$ cat src/rtl/spi_pkg.sv
// Shared types and constants for the SPI write controller.
// Optional request FIFO is enabled with SPI_CTRL_FIFO_EN.
package spi_pkg;

  localparam int SPI_FRAME_BITS = 16;
  localparam logic SPI_WR_BIT = 1'b1;
  localparam int SPI_ADDR_W = 7;
  localparam int SPI_DATA_W = 8;
  localparam int SPI_FIFO_DEPTH = 4;

  typedef enum logic [2:0] {
    IDLE  = 3'd0,
    SETUP = 3'd1,
    SHIFT = 3'd2,
    HOLD  = 3'd3,
    GAP   = 3'd4
  } spi_state_e;

  typedef struct packed {
    logic [SPI_ADDR_W-1:0] addr;
    logic [SPI_DATA_W-1:0] wdata;
  } spi_req_t;

  function automatic logic [SPI_FRAME_BITS-1:0] spi_frame(
    input spi_req_t r
  );
    return {SPI_WR_BIT, r.addr, r.wdata};
  endfunction

endpackage

$ cat src/rtl/spi_cmd_fifo.sv
// Four-entry request queue feeding the SPI shift engine.
// Only instantiated when SPI_CTRL_FIFO_EN is defined.
module spi_cmd_fifo
  import spi_pkg::*;
(
  input  logic     clk_i,
  input  logic     rst_i,
  input  logic     push_i,
  input  logic     pop_i,
  input  spi_req_t wdata_i,
  output spi_req_t rdata_o,
  output logic     full_o,
  output logic     empty_o
);

  spi_req_t   mem_q [SPI_FIFO_DEPTH];
  logic [1:0] wp_q;
  logic [1:0] rp_q;
  logic [2:0] cnt_q;

  always_ff @(posedge clk_i) begin
    if (rst_i) begin
      wp_q  <= '0;
      rp_q  <= '0;
      cnt_q <= '0;
    end else begin
      if (push_i) begin
        mem_q[wp_q] <= wdata_i;
        wp_q        <= wp_q + 2'd1;
      end
      if (pop_i) begin
        rp_q <= rp_q + 2'd1;
      end
      cnt_q <= cnt_q + 3'(push_i) - 3'(pop_i);
    end
  end

  assign rdata_o = mem_q[rp_q];
  assign full_o  = cnt_q == 3'(SPI_FIFO_DEPTH);
  assign empty_o = cnt_q == 3'd0;

endmodule

$ cat src/rtl/spi_controller.sv
// SPI mode-0 register-write master, 16-bit frames, MSB first.
// Define SPI_CTRL_FIFO_EN to queue up to four requests in front.
module spi_controller
  import spi_pkg::*;
#(
  parameter int CLK_DIV = 4
) (
  input  logic                  m_clk,
  input  logic                  rst,
  input  logic                  start,
  input  logic [SPI_ADDR_W-1:0] addr,
  input  logic [SPI_DATA_W-1:0] wdata,
  output logic                  ready,
  output logic                  busy,
  output logic                  done,
  output logic                  s_clk,
  output logic                  data,
  output logic                  cs
);

  localparam logic [7:0] DIV_LAST = 8'(CLK_DIV - 1);
  localparam logic [4:0] LAST_BIT = 5'(SPI_FRAME_BITS);

  spi_state_e state_q, state_d;
  logic [7:0] div_q, div_d;
  logic [4:0] bit_q, bit_d;
  logic [SPI_FRAME_BITS-1:0] sh_q, sh_d;
  logic cs_q, cs_d;
  logic sclk_q, sclk_d;
  logic done_q, done_d;

  logic div_last;
  logic gap_end;
  logic can_take;
  logic fifo_busy;
  logic idle_go;
  logic gap_go;
  spi_req_t req;

  assign div_last = div_q == DIV_LAST;
  assign gap_end  = (state_q == GAP) && div_last && bit_q[0];

`ifdef SPI_CTRL_FIFO_EN
  logic     accept;
  logic     f_push;
  logic     f_pop;
  logic     f_full;
  logic     f_empty;
  spi_req_t f_rdata;

  // A pop frees a slot this cycle, so a full queue still takes a push.
  assign f_pop     = gap_end && !f_empty;
  assign can_take  = !f_full || f_pop;
  assign fifo_busy = !f_empty;
  assign accept    = start && can_take;
  assign idle_go   = accept && (state_q == IDLE) && f_empty;
  assign f_push    = accept && !idle_go;
  assign gap_go    = f_pop;
  assign req       = f_pop ? f_rdata : {addr, wdata};

  spi_cmd_fifo u_fifo (
    .clk_i   (m_clk),
    .rst_i   (rst),
    .push_i  (f_push),
    .pop_i   (f_pop),
    .wdata_i ({addr, wdata}),
    .rdata_o (f_rdata),
    .full_o  (f_full),
    .empty_o (f_empty)
  );
`else
  assign can_take  = state_q == IDLE;
  assign fifo_busy = 1'b0;
  assign idle_go   = start && can_take;
  assign gap_go    = 1'b0;
  assign req       = {addr, wdata};
`endif

  always_ff @(posedge m_clk) begin
    if (rst) begin
      state_q <= IDLE;
      div_q   <= '0;
      bit_q   <= '0;
      sh_q    <= '0;
      cs_q    <= 1'b1;
      sclk_q  <= 1'b0;
      done_q  <= 1'b0;
    end else begin
      state_q <= state_d;
      div_q   <= div_d;
      bit_q   <= bit_d;
      sh_q    <= sh_d;
      cs_q    <= cs_d;
      sclk_q  <= sclk_d;
      done_q  <= done_d;
    end
  end

  always_comb begin
    state_d = state_q;
    div_d   = div_q + 8'd1;
    bit_d   = bit_q;
    sh_d    = sh_q;
    cs_d    = cs_q;
    sclk_d  = sclk_q;
    done_d  = 1'b0;
    unique case (state_q)
      IDLE: begin
        div_d = '0;
        if (idle_go) begin
          state_d = SETUP;
          bit_d   = '0;
          sh_d    = spi_frame(req);
          cs_d    = 1'b0;
        end
      end
      SETUP: begin
        if (div_last) begin
          state_d = SHIFT;
          div_d   = '0;
          sclk_d  = 1'b1;
        end
      end
      SHIFT: begin
        if (div_last) begin
          div_d = '0;
          if (sclk_q) begin
            sclk_d = 1'b0;
            sh_d   = sh_q << 1;
            bit_d  = bit_q + 5'd1;
          end else if (bit_q == LAST_BIT) begin
            state_d = HOLD;
          end else begin
            sclk_d = 1'b1;
          end
        end
      end
      HOLD: begin
        if (div_last) begin
          state_d = GAP;
          div_d   = '0;
          bit_d   = '0;
          cs_d    = 1'b1;
          done_d  = 1'b1;
        end
      end
      GAP: begin
        // bit_q splits the 2*CLK_DIV gap so div_q stays 8 bits wide
        if (div_last) begin
          div_d = '0;
          if (!bit_q[0]) begin
            bit_d = 5'd1;
          end else if (gap_go) begin
            state_d = SETUP;
            bit_d   = '0;
            sh_d    = spi_frame(req);
            cs_d    = 1'b0;
          end else begin
            state_d = IDLE;
          end
        end
      end
      default: begin
        state_d = IDLE;
      end
    endcase
  end

  always_comb begin
    ready = can_take;
    busy  = (state_q != IDLE) || fifo_busy;
    done  = done_q;
    s_clk = sclk_q;
    cs    = cs_q;
    data  = !cs_q && sh_q[SPI_FRAME_BITS-1];
  end

endmodule

$ cat config.mk
export PLATFORM = sky130hd
export DESIGN_NAME = spi_controller
export DESIGN_NICKNAME = d
export VERILOG_FILES = /design/src/rtl/spi_pkg.sv /design/src/rtl/spi_cmd_fifo.sv /design/src/rtl/spi_controller.sv
export SDC_FILE = /design/constraint.sdc
export NUM_CORES = 1
export LEC_CHECK = 0
export ABC_AREA = 1
export CAP_MARGIN = 20
export CORE_AREA = 2 2 85 87
export DETAILED_ROUTE_END_ITERATION = 10
export DIE_AREA = 0 0 87 89
export SYNTH_ARGS = -nofsm -noshare
export SYNTH_HDL_FRONTEND = slang
export SYNTH_HIERARCHICAL = 1
export SYNTH_SLANG_ARGS = --single-unit
$ cat constraint.sdc
create_clock -name m_clk -period 4.1 [get_ports m_clk]
set_input_delay 1.025 -clock m_clk [delete_from_list [all_inputs] [get_ports m_clk]]
set_output_delay 1.025 -clock m_clk [all_outputs]
set_load 0.05 [all_outputs]
# After elaboration in Yosys (flattened, before gate mapping)
# Cells that the tools add are included.
dict set report totals {
  wordCells 74
  reg_bits 35
  output_inout_bits 6
  input_bits 18
}
dict set report op_classes {
  eq_ne 16
  bitwise_logic 1
  n_mux 30
  n_reduce_logical 17
  addsub 2
}
# cell count
set op_table {}
lappend op_table {{$mux 16} 3}
lappend op_table {{$pmux 16 s2} 1}
lappend op_table {{$mux 5} 6}
lappend op_table {{$mux 3} 8}
lappend op_table {{$pmux 5 s4} 1}
lappend op_table {{$ne 2x2->1 const B} 9}
lappend op_table {{$pmux 8 s2} 1}
lappend op_table {{$pmux 3 s5} 1}
lappend op_table {{$add 8x1->8 const B} 1}
lappend op_table {{$eq 8x2->1 const B} 1}
lappend op_table {{$mux 8} 1}
lappend op_table {{$reduce_and 8->1} 1}
lappend op_table {{$reduce_and 7->1} 1}
lappend op_table {{$eq 3x2->1 const B} 2}
lappend op_table {{$mux 1} 6}
lappend op_table {{$reduce_and 3->1} 2}
lappend op_table {{$reduce_and 6->1} 1}
lappend op_table {{$reduce_bool 2->1} 3}
lappend op_table {{$add 5x1->5 const B} 1}
lappend op_table {{$eq 5x5->1 const B} 1}
lappend op_table {{$pmux 1 s2} 2}
lappend op_table {{$reduce_and 4->1} 1}
lappend op_table {{$reduce_bool 4->1} 1}
lappend op_table {{$reduce_or 4->1} 1}
lappend op_table {{other kinds (9)} 10}

# Logic depth before layout (Yosys ltp)
# Gate-level depths: netlist of run 1.
dict set report logic_depth {
  ltp_word 5
  depth_mapped 11
  ltp_nobuf 11
}

# Worst setup path after synthesis of run 1
# Ideal clock, no wire load.
dict set report synth_path {
  path_kind {flip-flop to output port}
  startpoint {register cs_q, in the netlist cs}
  endpoint {output data}
  stages_incl_launch_ff 2
  t_arrival_ps 1201
  slack_ps 1874
  path_cell_list {dfxtp_1 -> nor2_1}
}
dict set report synth_via {
  elab_chain_cells 2
}
# item line_no
set synth_lines {}
lappend synth_lines {{from (decl)} spi_controller.sv:28} ;# logic cs_q, cs_d;
lappend synth_lines {{from (signal assigned)} spi_controller.sv:93} ;# cs_q <= cs_d;
lappend synth_lines {{$logic_not 1->1} spi_controller.sv:175} ;# data = !cs_q && sh_q[SPI_FRAME_BITS-1];
lappend synth_lines {{$logic_and 1x1->1} spi_controller.sv:175}
lappend synth_lines {{to (decl)} spi_controller.sv:17} ;# output logic data,
# No other way between the ends.

# Worst setup path in the final report of run 1
dict set report layout_path {
  startpoint {register state_q[0]}
  endpoint {output ready}
}
dict set report layout_via {
  elab_chain_cells 1
}
# item line_no
set layout_lines {}
lappend layout_lines {{from (decl)} spi_controller.sv:24} ;# spi_state_e state_q, state_d;
lappend layout_lines {{from (signal assigned)} spi_controller.sv:89} ;# state_q <= state_d;
lappend layout_lines {{$logic_not 3->1} spi_controller.sv:72} ;# assign can_take = state_q == IDLE;
lappend layout_lines {{to (decl)} spi_controller.sv:13} ;# output logic ready,
# No other way between the ends.

==> results of run 1 <==
-- cell usage in the layout, fill, tap and decap left out, types with 10 or more instances in the layout --
cell and n:
a21oi_1 10, clkdlybuf4s50_1 23, dfxtp_1 35, inv_1 40, nand2_1 69, nand2_2 17, nand3_1 10, nor2_1 43
nor2_2 21, o21ai_0 17
-- cells by family (layout without fill, tap and decap cells) --
family | after synthesis | after routing | share of synthesized area, %
adders and majority gates | 3 | 3 | 1.89
and+or+nand+nor | 174 | 174 | 42.1
DFF | 35 | 35 | 35.3
xor gates and xnor gates | 2 | 2 | 0.882
buffers and inverters | 51 | 74 | 11.5
AOI/OAI and AO/OA | 31 | 31 | 8.38
-- power by group --
part	total (uW)	internal, uW	switching, uW	leakage [uW]
clock network	312	181	131	0.0000581
registers	481	429	52.4	0.000288
logic	833	282	551	0.000719
-- cell type report --
cell class / count / share of cell area, %
clock buffer: 5 / 2.91
clock inverter: 3 / 1.85
inverter: 43 / 6.93
tap: 80 / 4.23
multi-input combinational: 210 / 44.7
timing repair buffer: 23 / 9.73
sequential: 35 / 29.6
-- cell usage after synthesis, drive strengths merged --
cell     n  share of area, %
nand3   11               3.4
a211oi   1              0.38
xnor2    1              0.44
or2      3               1.1
o21ai   18               4.7
nor2    66                16
inv     43               8.2
o21bai   1              0.38
a21oi   10               2.5
nor3     3               1.0
ha       3               1.9
xor2     1              0.44
dfxtp   35                35
clkbuf   2              0.38
o31ai    1              0.38
nor3b    1              0.38
nand2   86                18
nand4    4               2.0
buf      6               2.8
-- worst paths after layout --
kind	endpoint	from	slack (ns)	depth (start not counted)
max	ready	state_q[0]$_SDFFE_PP0P_	1.26	4
max reg2reg	sh_q[0]$_SDFFE_PP0P_	state_q[1]$_SDFFE_PP0P_	2.04	5
min reg2reg	div_q[0]$_SDFF_PP0_	div_q[0]$_SDFF_PP0_	0.47	1
min	div_q[0]$_SDFF_PP0_	div_q[0]$_SDFF_PP0_	0.47	1
-- through the flow --
stage               instances  utilization (%)  hold slack (ns)  worst slack (ns)
detailed placement        391             33.5            0.458              1.46
CTS                       399             35.2            0.475              1.25
finish                    399             35.2            0.467              1.26
global placement          391             33.5            0.449              1.49
floorplan                 296                -            0.430              1.87
global route              399             35.2            0.508              1.18
-- sequential cells by signal (all words and copies together) (netlist names) --
register  count
cs            1
sh_q         16
div_q         8
s_clk         1
bit_q         5
done          1
state_q       3
-- worst max-delay path: cells and delay by family, from the launching register on --
family                 cells  cell delay [ns]
buffers and inverters      2             0.87
DFF                        1             0.38
and+or+nand+nor            2             0.28
-- layer usage --
| layer | global-route usage, % | wire length, um | up-vias |
|---|---|---|---|
| met3 | 3.14 | 153 | 6 |
| met2 | 16.4 | 1620 | 30 |
| li1 | - | - | 944 |
| met5 | 0 | 0 | - |
| met1 | 13.1 | 1910 | 747 |
| met4 | 4.26 | 63 | 0 |
==> impl_results.md, run 1 <==
- Status: completed
- Postcts setup bufs: 0
- Worst hold path class: reg -> reg
- Cells after synthesis: 296
- Post-Syn Area: 1990 um^2
- Crit-path max FO: 5
- Final hold viol count: 0
- Initial DRC Count: 59
- Worst-path clk slew: 0.07 ns
- Final #Nets: 339
- Number of fill cells: 738
- Root Buffer: clkbuf_8
- Syn Area/Cell: 6.71 um^2
- FF/Latch Area: 701 um^2
- CP Capture Type: primary output
- Routed WL: 3750 um
- Startpoint types: flip-flop
- Post-route DRC: 0
- Hold_buf cts: 0
- Crit share post-route: 69.3%
- Initial Util: 29.6%
- Multi-input gate area: 1060 um^2
- Number of gates resized after CTS: 0
- PD cells: 687 nW/um^2
- Clock Sinks: 35
- Rows: 30
- WL per Instance: 9.39 um
- CTS H-tree lvls: 2
- Post-DP HPWL: 2630 um
- Post-Route Skew: 0.0119 ns
- Area Growth Syn to Fin: 19.1%
- Pin count of the biggest net entering global routing: 37
- Final setup vio count: 0
- Max Root-Sink Buffers: 2
- Arrival @ worst endpoint: 1.82 ns
- Die width: 87 um
- Sequential share of the synthesized area: 35.3%
- First-pass GRT wire length: 6330 um
- Critical path, cell by cell: nor2_4 > nand2_2 > inv_1 > clkdlybuf4s50_1
- Critical Path RT: 3.07 ns
- Io pins: 24
- Yosys reg bits: 35
- Design area: 2370 um^2
- Tmin final: 2.84 ns
- Worst-skew pair later-pin latency: 0.29 ns
- Max cap viols: 0
- Post-DP Area: 2250 um^2
- Routability cong.: 0.811
- CP Class: reg -> out
- Number of global-route vias before repair: 1,462
- LEAKAGE: 0.00106 uW
- Area of the core: 6720 um^2
- Antenna viol nets, final: 0
- Vias post-DR: 1,727
- Worst vdd ir: 249 uV
- GRT overflow: 0
- Setup TNS: 0 ns
- 1st-pass router iterations: 4
- RSZ-0062 raised after global routing: no
- Die area: 7740 um^2
- Vias per cell: 4.33
- Design Power: 1630 uW
- Slew headroom: 49.8%
- Num CTS Buffers: 5
- Ant diodes: 0
- Vert. Die Dim: 89 um
- Crit-path max cell delay: 0.79 ns
- Synth Warn #: 6
- Synth Net Count: 317
- Initial antenna violation count: 0
- Synth unique cells: 31
- Final Max Tran Viols: 0
- CP max stage cell: clkdlybuf4s50_1
- Share of cells above drive strength 1: 18.2%
- TritonCTS clock tree: done
- Maximum clock rate: 0.352 GHz
- Tot GR Track Use: 10.3%
- Slew at the pin closest to its max-slew limit: 0.752 ns
- Buffers on Ports: 23
Power figures use the tool's default switching activity.
==> run 2: changes to the inputs <==
==> constraint.sdc (replaced) <==
create_clock -name m_clk -period 2.65 [get_ports m_clk]
set_input_delay 0.6625 -clock m_clk [delete_from_list [all_inputs] [get_ports m_clk]]
set_output_delay 0.6625 -clock m_clk [all_outputs]
set_load 0.05 [all_outputs]
==> run 2 against run 1 <==
Die area unchanged. Sequential power up 54%. First-iteration DRC count up 3.4%. Critical endpoint unchanged.
==> impl_results.md, run 2 (same netlist as run 1, synthesis figures left out) <==
- Area of the core: 6720 um^2 (unchanged)
- Number of gates resized after CTS: 0 (unchanged)
- Setup TNS: 0 ns (unchanged)
- Worst hold path class: reg -> reg (unchanged)
- Placed Cells incl. Taps: 392 (was 391)
- Vert. Die Dim: 89 um (unchanged)
- GRT overflow: 0 (unchanged)
- Hold_buf cts: 0 (unchanged)
- Routed WL: 3770 um (was 3750 um)
- Tot GR Track Use: 10.7% (was 10.3%)
- Root Buffer: clkbuf_8 (unchanged)
- Slew at the pin closest to its max-slew limit: 0.613 ns (was 0.752 ns)
- Max Root-Sink Buffers: 2 (unchanged)
- Number of fill cells: 736 (was 738)
- Max reg flops: 16 (unchanged)
- FF/Latch Area: 701 um^2 (unchanged)
- TritonCTS clock tree: done (unchanged)
- Crit share post-route: 93.1%
- Crit-path max cell delay: 0.79 ns (about the same)
- Antenna viol nets, final: 0 (unchanged)
- RSZ-0062 raised after global routing: no (unchanged)
- Initial antenna violation count: 0 (unchanged)
- Pre-CTS WS: 0.368 ns (was 1.46 ns)
- Worst reg-to-reg path cell count: 5 (unchanged)
- PnR worst setup slack: 0.183 ns (was 1.26 ns)
- Number of global-route vias before repair: 1,499 (was 1,462)
- CTS H-tree lvls: 2 (unchanged)
- Io pins: 24 (unchanged)
- Initial DRC Count: 61 (was 59)
- Top reg by flops: sh_q (unchanged)
- WL per Instance: 9.42 um (was 9.39 um)
- 1st-pass router iterations: 4 (unchanged)
- Die width: 87 um (unchanged)
- Arrival @ worst endpoint: 1.80 ns (was 1.82 ns)
- Post-route DRC: 0 (unchanged)
- FF-to-FF Start: state_q[1]$_SDFFE_PP0P_ (unchanged)
- Maximum clock rate: 0.405 GHz
- Tmin final: 2.47 ns
- Postcts setup bufs: 0 (unchanged)
- R2R setup slack: 0.58 ns (was 2.04 ns)
- Final hold viol count: 0 (unchanged)
- Clock Sinks: 35 (unchanged)
- Post-Route Skew: 0.00930 ns (was 0.0119 ns)
- Finished Layout Cells: 400 (was 399)
- CP Capture Type: primary output (unchanged)
- Worst-path clk slew: 0.07 ns (about the same)
- Routability cong.: 0.799 (was 0.811)
- Reg-to-reg endpoint: sh_q[5]$_SDFFE_PP0P_ (was sh_q[0]$_SDFFE_PP0P_)
- Commonest non-fill, non-tap cell in the layout: nand2_1 (unchanged)
- Biggest registers after layout: sh_q x16, div_q x8, bit_q x5 (unchanged)
- Pin count of the biggest net entering global routing: 37 (unchanged)
- Crit-path max FO: 5 (unchanged)
- LEAKAGE: 0.00105 uW (was 0.00106 uW)
- Ant diodes: 0 (unchanged)
- Status: completed (unchanged)
- Post-DP HPWL: 2660 um (was 2630 um)
- Initial Util: 29.6% (unchanged)
- Multi-input gate area: 1060 um^2 (unchanged)
- CP delay by family, top: buffers and inverters (unchanged)
- Max cap viols: 0 (unchanged)
- CP startpoint: state_q[0]$_SDFFE_PP0P_ (unchanged)
- Final #Nets: 340 (was 339)
- Rows: 30 (unchanged)
- Num CTS Buffers: 5 (unchanged)
- Commonest cells after routing, fill and taps aside: nand2_1 (69), nor2_1 (43), inv_1 (40) (unchanged)
- Final Max Tran Viols: 0 (unchanged)
- Critical path, cell by cell: nor2_4 > nand2_2 > inv_1 > clkdlybuf4s50_1 (unchanged)
- CP Class: reg -> out (unchanged)
- Share of cells above drive strength 1: 17.8% (was 18.2%)
- Vias per cell: 4.31 (was 4.33)
- Final setup vio count: 0 (unchanged)
- Buffers on Ports: 23 (unchanged)
- Vias post-DR: 1,725 (was 1,727)
- Area Growth Syn to Fin: 17.9% (was 19.1%)
- Worst vdd ir: 317 uV (was 249 uV)
- PD cells: 1020 nW/um^2 (was 687 nW/um^2)
- CP max stage cell: clkdlybuf4s50_1 (unchanged)
- Worst path depth: 4 (unchanged)
- CP bufs+invs: 2 (unchanged)
- CP endpoint: ready (unchanged)
- Slew headroom: 59.1% (was 49.8%)
- First-pass GRT wire length: 6520 um (was 6330 um)
- Critical Path RT: 1.99 ns (was 3.07 ns)
- Startpoint types: flip-flop (unchanged)
- Worst-skew pair later-pin latency: 0.28 ns (was 0.29 ns)
- Die area: 7740 um^2 (unchanged)
==> run 2: cell types whose count changed in the layout (fill, tap and decap cells not counted), sizes merged <==
cell / previous run / this run
buf: 0 / 1
clkinv: 2 / 1
bufinv: 1 / 0
clkbuf: 5 / 7
==> run 2: worst register-to-register path, stage by stage, from the launching register on <==
cell and delay [ns]:
dfxtp_1 0.47, nand3_4 0.35, nand2_1 0.26, nand4_4 0.51, nor2_1 0.31, nor2_2 0.06
==> run 2: per-stage QoR <==
| step | area, um^2 | util [%] | hold slack (ns) | power, uW |
|---|---|---|---|---|
| detailed placement | 2260 | 33.6 | 0.465 | 2050 |
| floorplan | 1990 | - | 0.430 | 1900 |
| CTS | 2340 | 34.9 | 0.480 | 2440 |
| global route | 2340 | 34.9 | 0.526 | 2640 |
| finish | 2340 | 34.9 | 0.471 | 2390 |
| global placement | 2260 | 33.6 | 0.448 | 2030 |
==> run 2: routing by layer <==
metal | wire, um | GRT usage (%)
met2 | 1650 | 17.3
met1 | 1920 | 13.5
met3 | 133 | 3.14
met5 | 0 | 0
met4 | 68 | 4.26
==> run 2: worst min-delay path by stage <==
stage | startpoint | to | cells after the start
after global routing | div_q[0]$_SDFF_PP0_ | div_q[0]$_SDFF_PP0_ | 1
after detailed placement | div_q[0]$_SDFF_PP0_ | div_q[0]$_SDFF_PP0_ | 1
after CTS | div_q[0]$_SDFF_PP0_ | div_q[0]$_SDFF_PP0_ | 1
after global placement | div_q[0]$_SDFF_PP0_ | div_q[0]$_SDFF_PP0_ | 1
after floorplan | div_q[0]$_SDFF_PP0_ | div_q[0]$_SDFF_PP0_ | 1
final | div_q[0]$_SDFF_PP0_ | div_q[0]$_SDFF_PP0_ | 1
==> run 2: power breakdown <==
part           total (uW)  switching, uW  internal (uW)  leakage (uW)
combinational        1290            850            438      0.000724
clock                 365            181            184     0.0000422
sequential            742           78.4            663      0.000288
==> run 2: cell type report <==
type	count	share of cell area [%]
Clock buffer	7	3.26
Clock inverter	1	0.214
Inverter	43	7.00
Multi-Input combinational cell	210	45.2
Sequential cell	35	29.9
Tap cell	80	4.27
Timing Repair Buffer	24	10.1
==> run 3: changes to the inputs <==
--- a/config.mk
+++ b/config.mk
@@ -10,6 +10,7 @@
 export CORE_AREA = 2 2 85 87
 export DETAILED_ROUTE_END_ITERATION = 10
 export DIE_AREA = 0 0 87 89
+export MAX_ROUTING_LAYER = met4
 export SYNTH_ARGS = -nofsm -noshare
 export SYNTH_HDL_FRONTEND = slang
 export SYNTH_HIERARCHICAL = 1
==> run 3 against run 2 <==
Hold slack is the same. Register-to-register slack is essentially flat. Global-route usage grew 0.33 points. Maximum frequency is essentially flat. Clock power is essentially flat. Core utilization is the same. Critical path type unchanged. Design area is the same. Critical endpoint unchanged. Non-clock buffer count is the same. Routed wire length is the same. Clock-buffer cell count is the same. Clock skew is essentially flat. Largest cell class unchanged.
==> impl_results.md, run 3 (same netlist as run 1, synthesis figures left out) <==
- FF/Latch Area: 701 um^2 (unchanged)
- Vert. Die Dim: 89 um (unchanged)
- Crit-path max FO: 5 (unchanged)
- TritonCTS clock tree: done (unchanged)
- Design Power: 2390 uW (unchanged)
- Post-Route Skew: 0.00930 ns (about the same)
- First-pass GRT wire length: 6510 um (was 6520 um)
- Crit-path max cell delay: 0.79 ns (about the same)
- Worst vdd ir: 317 uV (about the same)
- Routability cong.: 0.810 (was 0.799)
- Critical Path RT: 1.99 ns (about the same)
- Share of cells above drive strength 1: 17.8% (unchanged)
- Number of fill cells: 736 (unchanged)
- CP bufs+invs: 2 (unchanged)
- Vias post-DR: 1,725 (unchanged)
- Buffers on Ports: 23 (unchanged)
- Commonest non-fill, non-tap cell in the layout: nand2_1 (unchanged)
- Hold_buf cts: 0 (unchanged)
- Vias per cell: 4.31 (unchanged)
- Number of global-route vias before repair: 1,500 (was 1,499)
- Status: completed (unchanged)
- Area of the core: 6720 um^2 (unchanged)
- Num CTS Buffers: 5 (unchanged)
- RSZ-0062 raised after global routing: no (unchanged)
- Worst-skew pair later-pin latency: 0.28 ns (about the same)
- Arrival @ worst endpoint: 1.80 ns (about the same)
- Worst hold path class: reg -> reg (unchanged)
- Die area: 7740 um^2 (unchanged)
- Final setup vio count: 0 (unchanged)
- Area Growth Syn to Fin: 17.9% (unchanged)
- Slew at the pin closest to its max-slew limit: 0.613 ns (about the same)
- Multi-input gate area: 1060 um^2 (unchanged)
- Biggest registers after layout: sh_q x16, div_q x8, bit_q x5 (unchanged)
- Post-route DRC: 0 (unchanged)
- Post-DP HPWL: 2660 um (unchanged)
- Startpoint types: flip-flop (unchanged)
- Comb pwr share: 53.8% (about the same)
- Final #Nets: 340 (unchanged)
- Setup TNS: 0 ns (unchanged)
- Clock Sinks: 35 (unchanged)
- PD cells: 1020 nW/um^2 (unchanged)
- Initial DRC Count: 61 (unchanged)
- Slew headroom: 59.1% (unchanged)
- Power share of the sequential group: 31.0% (about the same)
- Maximum clock rate: 0.405 GHz (about the same)
- Max reg flops: 16 (unchanged)
- CP Capture Type: primary output (unchanged)
- CP delay by family, top: buffers and inverters (unchanged)
- Antenna viol nets, final: 0 (unchanged)
- Root Buffer: clkbuf_8 (unchanged)
- Final Max Tran Viols: 0 (unchanged)
- GRT overflow: 0 (unchanged)
- 1st-pass router iterations: 4 (unchanged)
- Critical path, cell by cell: nor2_4 > nand2_2 > inv_1 > clkdlybuf4s50_1 (unchanged)
- Met2 Use GR: 17.3% (unchanged)
- Met1 Usage GRT: 13.5% (unchanged)
- Max cap viols: 0 (unchanged)
- Final hold viol count: 0 (unchanged)
- Initial Util: 29.6% (unchanged)
- Ant diodes: 0 (unchanged)
- WL per Instance: 9.42 um (unchanged)
- Postcts setup bufs: 0 (unchanged)
- Sw frac: 46.3% (about the same)
- Clock network power share: 15.2% (about the same)
- Hold Slack: 0.471 ns (unchanged)
- Cell internal pwr: 1290 uW (unchanged)
- Number of gates resized after CTS: 0 (unchanged)
- Tmin final: 2.47 ns (about the same)
- LEAKAGE: 0.00105 uW (unchanged)
- Die width: 87 um (unchanged)
- CP Class: reg -> out (unchanged)
- Top reg by flops: sh_q (unchanged)
- Commonest cells after routing, fill and taps aside: nand2_1 (69), nor2_1 (43), inv_1 (40) (unchanged)
- Initial antenna violation count: 0 (unchanged)
- GR peak layer: met2 (unchanged)
- Pin count of the biggest net entering global routing: 37 (unchanged)
- Tot GR Track Use: 11.1% (was 10.7%)
- Grt met3 use: 3.14% (unchanged)
- Rows: 30 (unchanged)
- Routed WL: 3770 um (unchanged)
- Worst-path clk slew: 0.07 ns (about the same)
- Crit share post-route: 93.1% (about the same)
- Max Root-Sink Buffers: 2 (unchanged)
- Psw: 1110 uW (about the same)
- CTS H-tree lvls: 2 (unchanged)
- CP max stage cell: clkdlybuf4s50_1 (unchanged)
- Io pins: 24 (unchanged)
[run 3: final cells by class]
| type | instances | area share [%] |
|---|---|---|
| Multi-Input combinational cell | 210 | 45.2 |
| Timing Repair Buffer | 24 | 10.1 |
| Clock inverter | 1 | 0.214 |
| Inverter | 43 | 7.00 |
| Clock buffer | 7 | 3.26 |
| Tap cell | 80 | 4.27 |
| Sequential cell | 35 | 29.9 |
[run 3: layer usage]
metal | part of all wire [%] | vias to the layer above
met1 | 51 | 751
li1 | - | 947
met3 | 3.5 | 6
met4 | 1.8 | 0
met5 | 0 | -
met2 | 44 | 21
[run 3: power groups by stage]
| stage | sequential, uW | clock [uW] | combinational (uW) |
|---|---|---|---|
| 2_1_floorplan | 755 | 0 | 1140 |
| 3_3_place_gp | 753 | 0 | 1280 |
| 3_5_place_dp | 755 | 0 | 1300 |
| 4_1_cts | 743 | 391 | 1300 |
| 5_1_grt | 759 | 414 | 1470 |
| 6_report | 742 | 365 | 1290 |
[run 3: path summary, 6_finish.rpt]
path / startpoint / end / slack [ns] / depth (start not counted)
max: state_q[0]$_SDFFE_PP0P_ / ready / 0.18 / 4
min: div_q[0]$_SDFF_PP0_ / div_q[0]$_SDFF_PP0_ / 0.47 / 1
max reg2reg: state_q[1]$_SDFFE_PP0P_ / sh_q[5]$_SDFFE_PP0P_ / 0.58 / 5
min reg2reg: div_q[0]$_SDFF_PP0_ / div_q[0]$_SDFF_PP0_ / 0.47 / 1
[run 3: metrics by stage]
step	util (%)	cells	setup slack, ns	area, um^2
6_report	34.9	400	0.183	2340
2_1_floorplan	-	296	0.787	1990
5_1_grt	34.9	400	0.0949	2340
4_1_cts	34.9	400	0.157	2340
3_5_place_dp	33.6	392	0.368	2260
3_3_place_gp	33.6	392	0.402	2260
